### config.mk
export PLATFORM = sky130hd
export DESIGN_NAME = fpu_arbiter
export DESIGN_NICKNAME = d
export VERILOG_FILES = /design/src/rtl/fpu_pkg.sv /design/src/rtl/rr_arbiter.sv /design/src/rtl/fpu_arbiter.sv
export SDC_FILE = /design/constraint.sdc
export NUM_CORES = 1
export LEC_CHECK = 0
export CORE_UTILIZATION = 30
export CTS_BUF_LIST = sky130_fd_sc_hd__clkbuf_8 sky130_fd_sc_hd__clkbuf_16
export CTS_CLUSTER_SIZE = 16
export DETAILED_ROUTE_END_ITERATION = 10
export DONT_BUFFER_PORTS = 1
export PLACE_DENSITY_LB_ADDON = 0.05
export SLEW_MARGIN = 30
export SYNTH_ARGS = -nofsm -noshare
export SYNTH_HDL_FRONTEND = slang
export SYNTH_SLANG_ARGS = --single-unit
### constraint.sdc
create_clock -name clk -period 8.9 [get_ports clk]
set_clock_uncertainty 0.1 [all_clocks]
set_input_delay 0.89 -clock clk [delete_from_list [all_inputs] [get_ports clk]]
set_output_delay 0.89 -clock clk [all_outputs]
set_load 0.05 [all_outputs]
### src/rtl/fpu_pkg.sv
// Shared opcodes, arbiter state encoding and opcode-support helper for the FPU arbiter.
package fpu_pkg;

   localparam logic [3:0] FADD   = 4'd0;
   localparam logic [3:0] FSUB   = 4'd1;
   localparam logic [3:0] FMUL   = 4'd2;
   localparam logic [3:0] FINV   = 4'd3;
   localparam logic [3:0] FDIV   = 4'd4;
   localparam logic [3:0] FHALF  = 4'd5;
   localparam logic [3:0] FCMPLT = 4'd9;
   localparam logic [3:0] FCMPEQ = 4'd10;
   localparam logic [3:0] FABS   = 4'd11;
   localparam logic [3:0] FNEG   = 4'd12;

   typedef enum logic [1:0] {
      StIdle,
      StIssue,
      StWait,
      StResp
   } arb_state_e;

   function automatic logic fpu_ctl_supported(input logic [3:0] ctl);
      logic ok;
      case (ctl)
         FADD, FSUB, FMUL, FINV, FDIV, FHALF, FCMPLT, FCMPEQ, FABS, FNEG: ok = 1'b1;
         default: ok = 1'b0;
      endcase
      return ok;
   endfunction

endpackage

### src/rtl/rr_arbiter.sv
// Combinational round-robin picker: first set request after ptr, wrapping around.
module rr_arbiter #(
   parameter int unsigned NREQ = 3,
   parameter int unsigned IW   = (NREQ > 1) ? $clog2(NREQ) : 1
) (
   input  logic [NREQ-1:0] req,
   input  logic [IW-1:0]   ptr,
   output logic [NREQ-1:0] grant,
   output logic [IW-1:0]   idx
);

   logic found;

   always_comb begin
      grant = '0;
      idx   = '0;
      found = 1'b0;
      // i runs 1..NREQ so the last-granted requester is checked last
      for (int unsigned i = 1; i <= NREQ; i++) begin
         if (!found && req[(32'(ptr) + i) % NREQ]) begin
            found                          = 1'b1;
            grant[(32'(ptr) + i) % NREQ]   = 1'b1;
            idx                            = IW'((32'(ptr) + i) % NREQ);
         end
      end
   end

endmodule

### src/rtl/fpu_arbiter.sv
// Round-robin sharing of one FPU between NREQ requesters; holds operands for the whole
// operation, pulses en once, waits for ready (with timeout) and routes the result back.
module fpu_arbiter
   import fpu_pkg::*;
#(
   parameter int unsigned NREQ    = 3,
   parameter int unsigned TIMEOUT = 32
) (
   input  logic               clk,
   input  logic               rstn,
   input  logic [NREQ-1:0]    req_valid,
   output logic [NREQ-1:0]    req_ready,
   input  logic [4*NREQ-1:0]  req_ctl,
   input  logic [32*NREQ-1:0] req_x1,
   input  logic [32*NREQ-1:0] req_x2,
   output logic [NREQ-1:0]    resp_valid,
   output logic [31:0]        resp_data,
   output logic               resp_err,
   output logic [3:0]         fpu_ctl,
   output logic [31:0]        fpu_x1,
   output logic [31:0]        fpu_x2,
   output logic               fpu_en,
   input  logic               fpu_ready,
   input  logic [31:0]        fpu_y,
   output logic               busy
);

   localparam int unsigned IW = (NREQ > 1) ? $clog2(NREQ) : 1;
   localparam int unsigned CW = $clog2(TIMEOUT + 1);

   arb_state_e    state_q, state_d;
   logic [IW-1:0] rr_ptr_q, rr_ptr_d;
   logic [IW-1:0] gid_q, gid_d;
   logic [CW-1:0] cnt_q, cnt_d;
   logic [3:0]    ctl_q, ctl_d;
   logic [31:0]   x1_q, x1_d;
   logic [31:0]   x2_q, x2_d;
   logic [31:0]   data_q, data_d;
   logic          err_q, err_d;

   logic [NREQ-1:0] grant;
   logic [IW-1:0]   win_idx;
   logic [3:0]      win_ctl;

   rr_arbiter #(
      .NREQ (NREQ),
      .IW   (IW)
   ) u_rr_arbiter (
      .req   (req_valid),
      .ptr   (rr_ptr_q),
      .grant (grant),
      .idx   (win_idx)
   );

   assign win_ctl = req_ctl[int'(win_idx)*4 +: 4];

   always_ff @(posedge clk or negedge rstn) begin
      if (!rstn) begin
         state_q  <= StIdle;
         rr_ptr_q <= IW'(NREQ - 1);
         gid_q    <= '0;
         cnt_q    <= '0;
         ctl_q    <= '0;
         x1_q     <= '0;
         x2_q     <= '0;
         data_q   <= '0;
         err_q    <= 1'b0;
      end else begin
         state_q  <= state_d;
         rr_ptr_q <= rr_ptr_d;
         gid_q    <= gid_d;
         cnt_q    <= cnt_d;
         ctl_q    <= ctl_d;
         x1_q     <= x1_d;
         x2_q     <= x2_d;
         data_q   <= data_d;
         err_q    <= err_d;
      end
   end

   always_comb begin
      state_d   = state_q;
      rr_ptr_d  = rr_ptr_q;
      gid_d     = gid_q;
      cnt_d     = cnt_q;
      ctl_d     = ctl_q;
      x1_d      = x1_q;
      x2_d      = x2_q;
      data_d    = data_q;
      err_d     = err_q;
      req_ready = '0;
      fpu_en    = 1'b0;

      unique case (state_q)
         StIdle: begin
            if (|req_valid) begin
               req_ready = grant;
               ctl_d     = win_ctl;
               x1_d      = req_x1[int'(win_idx)*32 +: 32];
               x2_d      = req_x2[int'(win_idx)*32 +: 32];
               gid_d     = win_idx;
               rr_ptr_d  = win_idx;
               if (fpu_ctl_supported(win_ctl)) begin
                  state_d = StIssue;
               end else begin
                  // Unsupported opcodes never reach the FPU
                  data_d  = '0;
                  err_d   = 1'b1;
                  state_d = StResp;
               end
            end
         end
         StIssue: begin
            fpu_en  = 1'b1;
            cnt_d   = '0;
            state_d = StWait;
         end
         StWait: begin
            if (fpu_ready) begin
               data_d  = fpu_y;
               err_d   = 1'b0;
               state_d = StResp;
            end else if (cnt_q == CW'(TIMEOUT - 1)) begin
               data_d  = '0;
               err_d   = 1'b1;
               state_d = StResp;
            end else begin
               cnt_d = cnt_q + 1'b1;
            end
         end
         StResp: begin
            state_d = StIdle;
         end
         default: begin
            state_d = StIdle;
         end
      endcase
   end

   always_comb begin
      resp_valid = '0;
      for (int unsigned i = 0; i < NREQ; i++) begin
         resp_valid[i] = (state_q == StResp) && (gid_q == IW'(i));
      end
   end

   assign resp_data = (state_q == StResp) ? data_q : 32'h0;
   assign resp_err  = (state_q == StResp) ? err_q : 1'b0;
   assign fpu_ctl   = ctl_q;
   assign fpu_x1    = x1_q;
   assign fpu_x2    = x2_q;
   assign busy      = (state_q != StIdle);

endmodule

## Word-level counts from Yosys, hierarchy flattened

Memory sizes are Yosys's and may differ from the RTL's.
Cells that the tools add are included.

- Bits in registers: 113
- Memory bits (read-only): 16
- Input bits: 242
- Memories kept: 1

Memory list:

| name | depth | width | read ports | clocked after memory_dff | write ports | RTL line | source |
|---|---|---|---|---|---|---|---|
| (name not given) | 16 | 1 | 1 | 0 | 0 | fpu_pkg.sv:24 | `case (ctl)` |

- Add/sub/neg operators: 4
- Divide/modulo/power cells: 3
- Order comparisons: 6
- Eq/ne operators: 11
- Shift-type cells: 3
- Multiplexer cells: 45
- Bitwise logic cells: 2
- Reductions and logical operators: 20

Operator list:

| kind | number |
|---|---|
| $shiftx A96 B8 Y32 | 2 |
| $mux W32 | 5 |
| $ge A32 B1 Y1 const B | 3 |
| $lt A32 B3 Y1 const B | 3 |
| $mod A32 B2 Y32 const B | 3 |
| $pmux W32 S2 | 1 |
| $mux W1 | 16 |
| $mux W3 | 5 |
| $mux W2 | 7 |
| $mux W6 | 2 |
| $pmux W6 S2 | 1 |
| $shiftx A12 B5 Y4 | 1 |
| $logic_and A1 B1 Y1 | 8 |
| $ne A2 B2 Y1 const B | 4 |
| $pmux W2 S4 | 1 |
| $add A2 B2 Y3 const B | 2 |
| $add A6 B1 Y6 const B | 1 |
| $bmux W1 S2 | 3 |
| $demux W1 S2 | 3 |
| $eq A2 B2 Y1 const B | 3 |
| $eq A6 B5 Y1 const B | 1 |
| $or A3 B3 Y3 | 2 |
| $reduce_bool A2 Y1 | 3 |
| $eq A2 B1 Y1 const B | 2 |
| other kinds (9) | 12 |

## Logic depth before layout (Yosys ltp)

An unclocked memory read counts as a cell.

- Depth in word-level cells: 18
- Depth in mapped cells: 15
- Gate-level depth less buffers: 12

## Modules after synthesis

Synthesis repeated with hierarchy kept, for this count alone.

- Cell total of the unflattened synthesis: 710
- Area, all modules: 6470.0 um^2

By module, submodules not included:

| module | instances | cells an instance | area an instance (um^2) | seq. area each (um^2) |
|---|---|---|---|---|
| fpu_arbiter | 1 | 675 | 6211.0 | 2803.9 |
| rr_arbiter | 1 | 35 | 259.0 | 0.0 |

## Worst setup path after synthesis

No wires, ideal clock.

- Kind: input-to-reg
- Start: input req_valid[1]
- End: register data_q[10]
- Library setup time: 127 ps
- Data arrival time: 3766 ps
- Required time: 8673 ps
- Path slack: 4906 ps
- Stages on the path: 12
- Path buffers: 3
- Path through: buf_2 > mux2i_1 > o21ai_1 > o22ai_1 > a222oi_1 > buf_4 > nor2b_1 > a221o_1 > or4_1 > a31oi_4 > buf_6 > mux2_1

- Longest elaborated chain between the ends: 15

Ends and longest elaborated chain:

| item | RTL line | source |
|---|---|---|
| start: declaration | fpu_arbiter.sv:11 | `input logic [NREQ-1:0] req_valid,` |
| $bmux W1 S2 | rr_arbiter.sv:20 | `if (!found && req[(32'(ptr) + i) % NREQ]) begin` |
| $mux W1 (not written as such) | rr_arbiter.sv:20 |  |
| $mux W1 | rr_arbiter.sv:20 |  |
| $logic_not A1 Y1 | rr_arbiter.sv:20 |  |
| $logic_and A1 B1 Y1 | rr_arbiter.sv:20 |  |
| $mux W1 | rr_arbiter.sv:20 |  |
| $logic_not A1 Y1 | rr_arbiter.sv:20 |  |
| $logic_and A1 B1 Y1 | rr_arbiter.sv:20 |  |
| $mux W2 | rr_arbiter.sv:20 |  |
| $shiftx A12 B5 Y4 | fpu_arbiter.sv:55 | `assign win_ctl = req_ctl[int'(win_idx)*4 +: 4];` |
| $mem_v2 Z16 W1 | n/a |  |
| $mux W1 | fpu_arbiter.sv:96 | `if (\|req_valid) begin` |
| $mux W1 | fpu_arbiter.sv:94 | `unique case (state_q)` |
| $ne A2 B2 Y1 (no line) | n/a |  |
| $reduce_and A4 Y1 (no line) (*) | n/a |  |
| end signal: assignment | fpu_arbiter.sv:76 | `data_q <= data_d;` |
| end: declaration | fpu_arbiter.sv:38 | `logic [31:0] data_q, data_d;` |

Mark *: on every way between the ends. The rest lies on a longest branch, timed or not. The select of a mux whose other input is x is not followed.
A chain may end at the register's enable or synchronous reset.

## Worst setup path in the final report

- Start: register rr_ptr_q[1]
- End: register data_q[7]

- Longest elaborated chain between the ends: 17

Ends and longest elaborated chain:

| item | RTL line | source |
|---|---|---|
| start: declaration | fpu_arbiter.sv:32 | `logic [IW-1:0] rr_ptr_q, rr_ptr_d;` |
| start signal: assignment | fpu_arbiter.sv:60 | `rr_ptr_q <= IW'(NREQ - 1);` |
| start signal: assignment | fpu_arbiter.sv:70 | `rr_ptr_q <= rr_ptr_d;` |
| $add A2 B1 Y3 | rr_arbiter.sv:20, rr_arbiter.sv:23 |  |
| $mod A32 B2 Y32 | rr_arbiter.sv:20, rr_arbiter.sv:23 |  |
| $bmux W1 S2 | rr_arbiter.sv:20 |  |
| $mux W1 (not written as such) | rr_arbiter.sv:20 |  |
| $mux W1 | rr_arbiter.sv:20 |  |
| $logic_not A1 Y1 | rr_arbiter.sv:20 |  |
| $logic_and A1 B1 Y1 | rr_arbiter.sv:20 |  |
| $mux W1 | rr_arbiter.sv:20 |  |
| $logic_not A1 Y1 | rr_arbiter.sv:20 |  |
| $logic_and A1 B1 Y1 | rr_arbiter.sv:20 |  |
| $mux W2 (*) | rr_arbiter.sv:20 |  |
| $shiftx A12 B5 Y4 (*) | fpu_arbiter.sv:55 |  |
| $mem_v2 Z16 W1 (*) | n/a |  |
| $mux W1 (*) | fpu_arbiter.sv:96 |  |
| $mux W1 (*) | fpu_arbiter.sv:94 |  |
| $ne A2 B2 Y1 (no line) (*) | n/a |  |
| $reduce_and A4 Y1 (no line) (*) | n/a |  |

Marked as above.

==> out/qor.txt <==
RUN STATUS
--------------------------------------------------------------------------------------
Run status .............................................................. finished, final reports clean

SYNTH
--------------------------------------------------------------------------------------
Register area share after synthesis .....................................       43.53%
Mapped Nets .............................................................          968
Number of unique standard cell types used by synthesis ..................           47
Gate Count Post-Synth ...................................................          717
Count of state elements after synthesis .................................          112
Number of enable flip-flop cells after synthesis ........................            0
Commonest register cell after synthesis ................................. sky130_fd_sc_hd__dfrtp_1
Post-synthesis instance area ............................................     6441 um2
Synthesized area per cell ...............................................    8.984 um2
Post-synth ARST share ...................................................       100.0%
Yosys warns .............................................................            0

DETAILED ROUTING
--------------------------------------------------------------------------------------
Number of vias after detailed routing ...................................        4,925
Detailed-route wire length per cell .....................................     19.70 um
Residual DRC count ......................................................            0
First-pass detailed-route iteration total ...............................            5
Routed vias/inst ........................................................        5.120
Total Routed Length .....................................................    18,950 um
1st-iter DRT viols ......................................................          338
Detail Route Antenna Nets ...............................................            0

STA
--------------------------------------------------------------------------------------
Final cycle utilization of the critical path ............................       52.29%
Setup WS post-layout ....................................................     4.246 ns
Unrepaired setup endpoints after global routing .........................        false
Max Slew Vio Count ......................................................            0
Final Setup Violations ..................................................            0
Final count of hold timing violations ...................................            0
Worst slew margin .......................................................       38.64%
Least-Margin Pin Slew ...................................................    0.9187 ns
Aggregate negative setup slack ..........................................         0 ns
Clock period minus final worst setup slack ..............................     4.654 ns
Fmax ....................................................................   0.2149 GHz

CRITICAL PATH
--------------------------------------------------------------------------------------
Required time of the worst setup path ...................................      9.03 ns
Launching point of the worst reg2reg path ...............................  rr_ptr_q[1]
Largest stage delay, worst path .........................................      0.69 ns
Crit Reg-Reg Endpoint ...................................................    data_q[7]
Series of cell instances along the critical path ........................ inv_1, ha_1, nand2b_1, a31oi_1, o22ai_1, a222oi_1, buf_2, nor2b_1, a221o_1, or4_1, a31oi_4, buf_8, buf_16, mux2_1
Register-to-Register Path Depth .........................................           14
Worst Setup Path Type ...................................................   reg -> reg
Element type at the critical path start .................................    flip-flop
Crit end category .......................................................    flip-flop
Worst path arrival time .................................................      4.79 ns
Library cell contributing the largest single delay on the critical path . sky130_fd_sc_hd__a222oi_1
Worst-path maximum fanout ...............................................           17
Flop-to-flop setup slack ................................................      4.25 ns

FLOORPLAN
--------------------------------------------------------------------------------------
Effective utilization at floorplan ......................................       30.64%
Die outline width .......................................................     148.5 um
Row Count ...............................................................           53
I/O pin count ...........................................................          351
Vertical die dimension ..................................................     148.5 um
Total die area ..........................................................   22,060 um2
Core region area ........................................................   21,020 um2

GRT
--------------------------------------------------------------------------------------
Initial antenna violation count .........................................            0
Met2 usage ..............................................................       28.86%
Number of global-route vias before repair ...............................        4,816
Largest net degree at the start of global routing .......................          113
Final global-route overflow total .......................................            0
GR Util met1 ............................................................       20.41%
Met3 track utilization from global routing ..............................       4.448%
Total routing resource utilization after global routing .................       16.91%
Highest-utilization routing layer at the global route stage .............         met2
Global-route wire length before repair ..................................    28,080 um

PLACED DESIGN
--------------------------------------------------------------------------------------
Routability congestion estimate .........................................       0.8914
Pre-CTS setup slack .....................................................     4.269 ns
Number of placed cells counting well taps ...............................          946
Port Buffers ............................................................            0
Final HPWL from detailed placement ......................................    14,340 um
Placement Cell Area .....................................................     6680 um2

FINISH
--------------------------------------------------------------------------------------
Design area .............................................................     6978 um2
Area of combinational cells with multiple inputs ........................     3425 um2
Non-filler instance count after layout ..................................          962
Share of cells above drive strength 1 ...................................       5.386%
# nets final ............................................................          933
Area Growth Syn to Fin ..................................................       8.333%
Final core utilization ..................................................       33.19%
Diode count .............................................................            0
FF/Latch Area ...........................................................     2804 um2
Fill cell total of the finished layout ..................................        2,180

CLOCK TREE
--------------------------------------------------------------------------------------
Clock tree sinks ........................................................          112
Post-CTS Repair Setup Buffers ...........................................            0
CTS H-tree lvls .........................................................            3
Maximum buffer depth of the clock tree ..................................            2
Resized Gates After CTS .................................................            0
Hold-fix buffers, CTS ...................................................            0
Clock transition at the registers of the reported paths .................      0.08 ns
Root Buffer Master ...................................................... sky130_fd_sc_hd__clkbuf_16
Number of clock buffers inserted by TritonCTS ...........................            9
TritonCTS clock tree ....................................................         done
Clock network latency to the later pin of the worst-skew pair ...........      0.35 ns

POWER
--------------------------------------------------------------------------------------
Portion of total power attributed to sequential cells ...................        38.6%
Pwr Density ............................................................. 526.1 nW/um2
Highest ir drop seen on vdd .............................................  0.0002501 V
Relative contribution of combinational cells to total power .............        50.1%
Power dissipated by switching net loads .................................   0.002033 W
Net switching fraction of the power .....................................       55.39%
Clock share of power ....................................................        11.3%
P_leak ..................................................................     3.389 nW
Internal power of the cells .............................................   0.001638 W

WORST HOLD PATH
--------------------------------------------------------------------------------------
Hold crit path type .....................................................  in -> async

RUN
--------------------------------------------------------------------------------------
Number of maximum-capacitance constraint violations .....................            0

## worst max-delay path: cells and delay by family, from the launching register on
family	cells	cell delay, ns
compound gates	5	1.55
fa+ha+maj	1	0.42
buf+inv	4	0.74
flops	1	0.55
mux	1	0.33
simple gates	3	0.82
## layout by cell type (no fill, tap or decap), types with 8 or more instances in the layout
cell type	n
sky130_fd_sc_hd__mux2_1	32
sky130_fd_sc_hd__dfrtp_1	111
sky130_fd_sc_hd__o21ai_0	73
sky130_fd_sc_hd__a21oi_1	71
sky130_fd_sc_hd__nor2_1	75
sky130_fd_sc_hd__mux2i_1	68
sky130_fd_sc_hd__ha_1	8
sky130_fd_sc_hd__clkbuf_16	9
sky130_fd_sc_hd__and3_1	33
sky130_fd_sc_hd__and2_1	36
sky130_fd_sc_hd__nand2_1	90
## sequential cells by signal, indices dropped and copies added, names as in the netlist
signal    flops
data_q       32
fpu_x1       32
fpu_x2       32
cnt_q         6
fpu_ctl       4
rr_ptr_q      2
state_q       2
err_q         1
gid_q         1
## cells in the mapped netlist (6+ instances only)
cell type	n	share of area (%)
sky130_fd_sc_hd__a21oi_1	71	5.5
sky130_fd_sc_hd__and2_1	36	3.5
sky130_fd_sc_hd__and3_1	33	3.2
sky130_fd_sc_hd__clkbuf_1	43	2.5
sky130_fd_sc_hd__dfrtp_1	111	43
sky130_fd_sc_hd__ha_1	9	1.7
sky130_fd_sc_hd__inv_1	6	0.35
sky130_fd_sc_hd__mux2_1	32	5.6
sky130_fd_sc_hd__mux2i_1	68	11
sky130_fd_sc_hd__nand2_1	91	5.3
sky130_fd_sc_hd__nor2_1	76	4.4
sky130_fd_sc_hd__nor2b_1	6	0.58
sky130_fd_sc_hd__o21ai_0	73	5.7
## power groups by stage
stage	Clock (W)	Combinational (W)	Sequential, W
global placement	0	0.00178	0.00144
floorplan	0	0.00153	0.00135
global route	0.000451	0.00207	0.00145
CTS	0.000430	0.00187	0.00143
finish	0.000416	0.00184	0.00142
detailed placement	0	0.00187	0.00143
## kinds of logic (layout without fill, tap and decap cells)
kind of cell | Yosys count | in the layout | synth area share (%)
fa+ha+maj | 9 | 9 | 1.748
flops | 112 | 112 | 43.53
buf+inv | 60 | 30 | 4.021
xor+xnor | 3 | 3 | 0.4080
mux | 102 | 102 | 16.51
compound gates | 168 | 168 | 14.49
simple gates | 263 | 263 | 19.29
## area by class of cell
class                           count  area share [%]
Clock buffer                       10           3.425
Clock inverter                      6          0.7890
Inverter                            6          0.3228
Multi-Input combinational cell    545           49.08
Sequential cell                   112           40.18
Tap cell                          275           4.931
Timing Repair Buffer                8           1.273
## routing by layer
| layer | routed length (um) | part of all wire [%] | vias up |
|---|---|---|---|
| li1 | - | - | 2405 |
| met1 | 7653 | 40 | 2290 |
| met2 | 9495 | 50 | 209 |
| met3 | 1419 | 7.5 | 21 |
| met4 | 380 | 2.0 | 0 |
| met5 | 0 | 0 | - |
## worst max-delay path by stage
stage	from	end	slack [ns]	cells after the start
floorplan	req_valid[1]	data_q[10]	4.91	12
global placement	rr_ptr_q[1]	data_q[11]	3.61	12
detailed placement	rr_ptr_q[1]	data_q[7]	4.27	14
CTS	rr_ptr_q[1]	data_q[7]	4.25	14
global route	rr_ptr_q[1]	data_q[7]	4.06	14
finish	rr_ptr_q[1]	data_q[7]	4.25	14
## through the flow
stage	hold slack [ns]	power, W
5_1_grt	0.1040	0.003970
3_3_place_gp	0.3591	0.003219
4_1_cts	0.1045	0.003729
2_1_floorplan	0.3497	0.002881
3_5_place_dp	0.3682	0.003306
6_report	0.1208	0.003671
(Power assumes the default switching activity.)
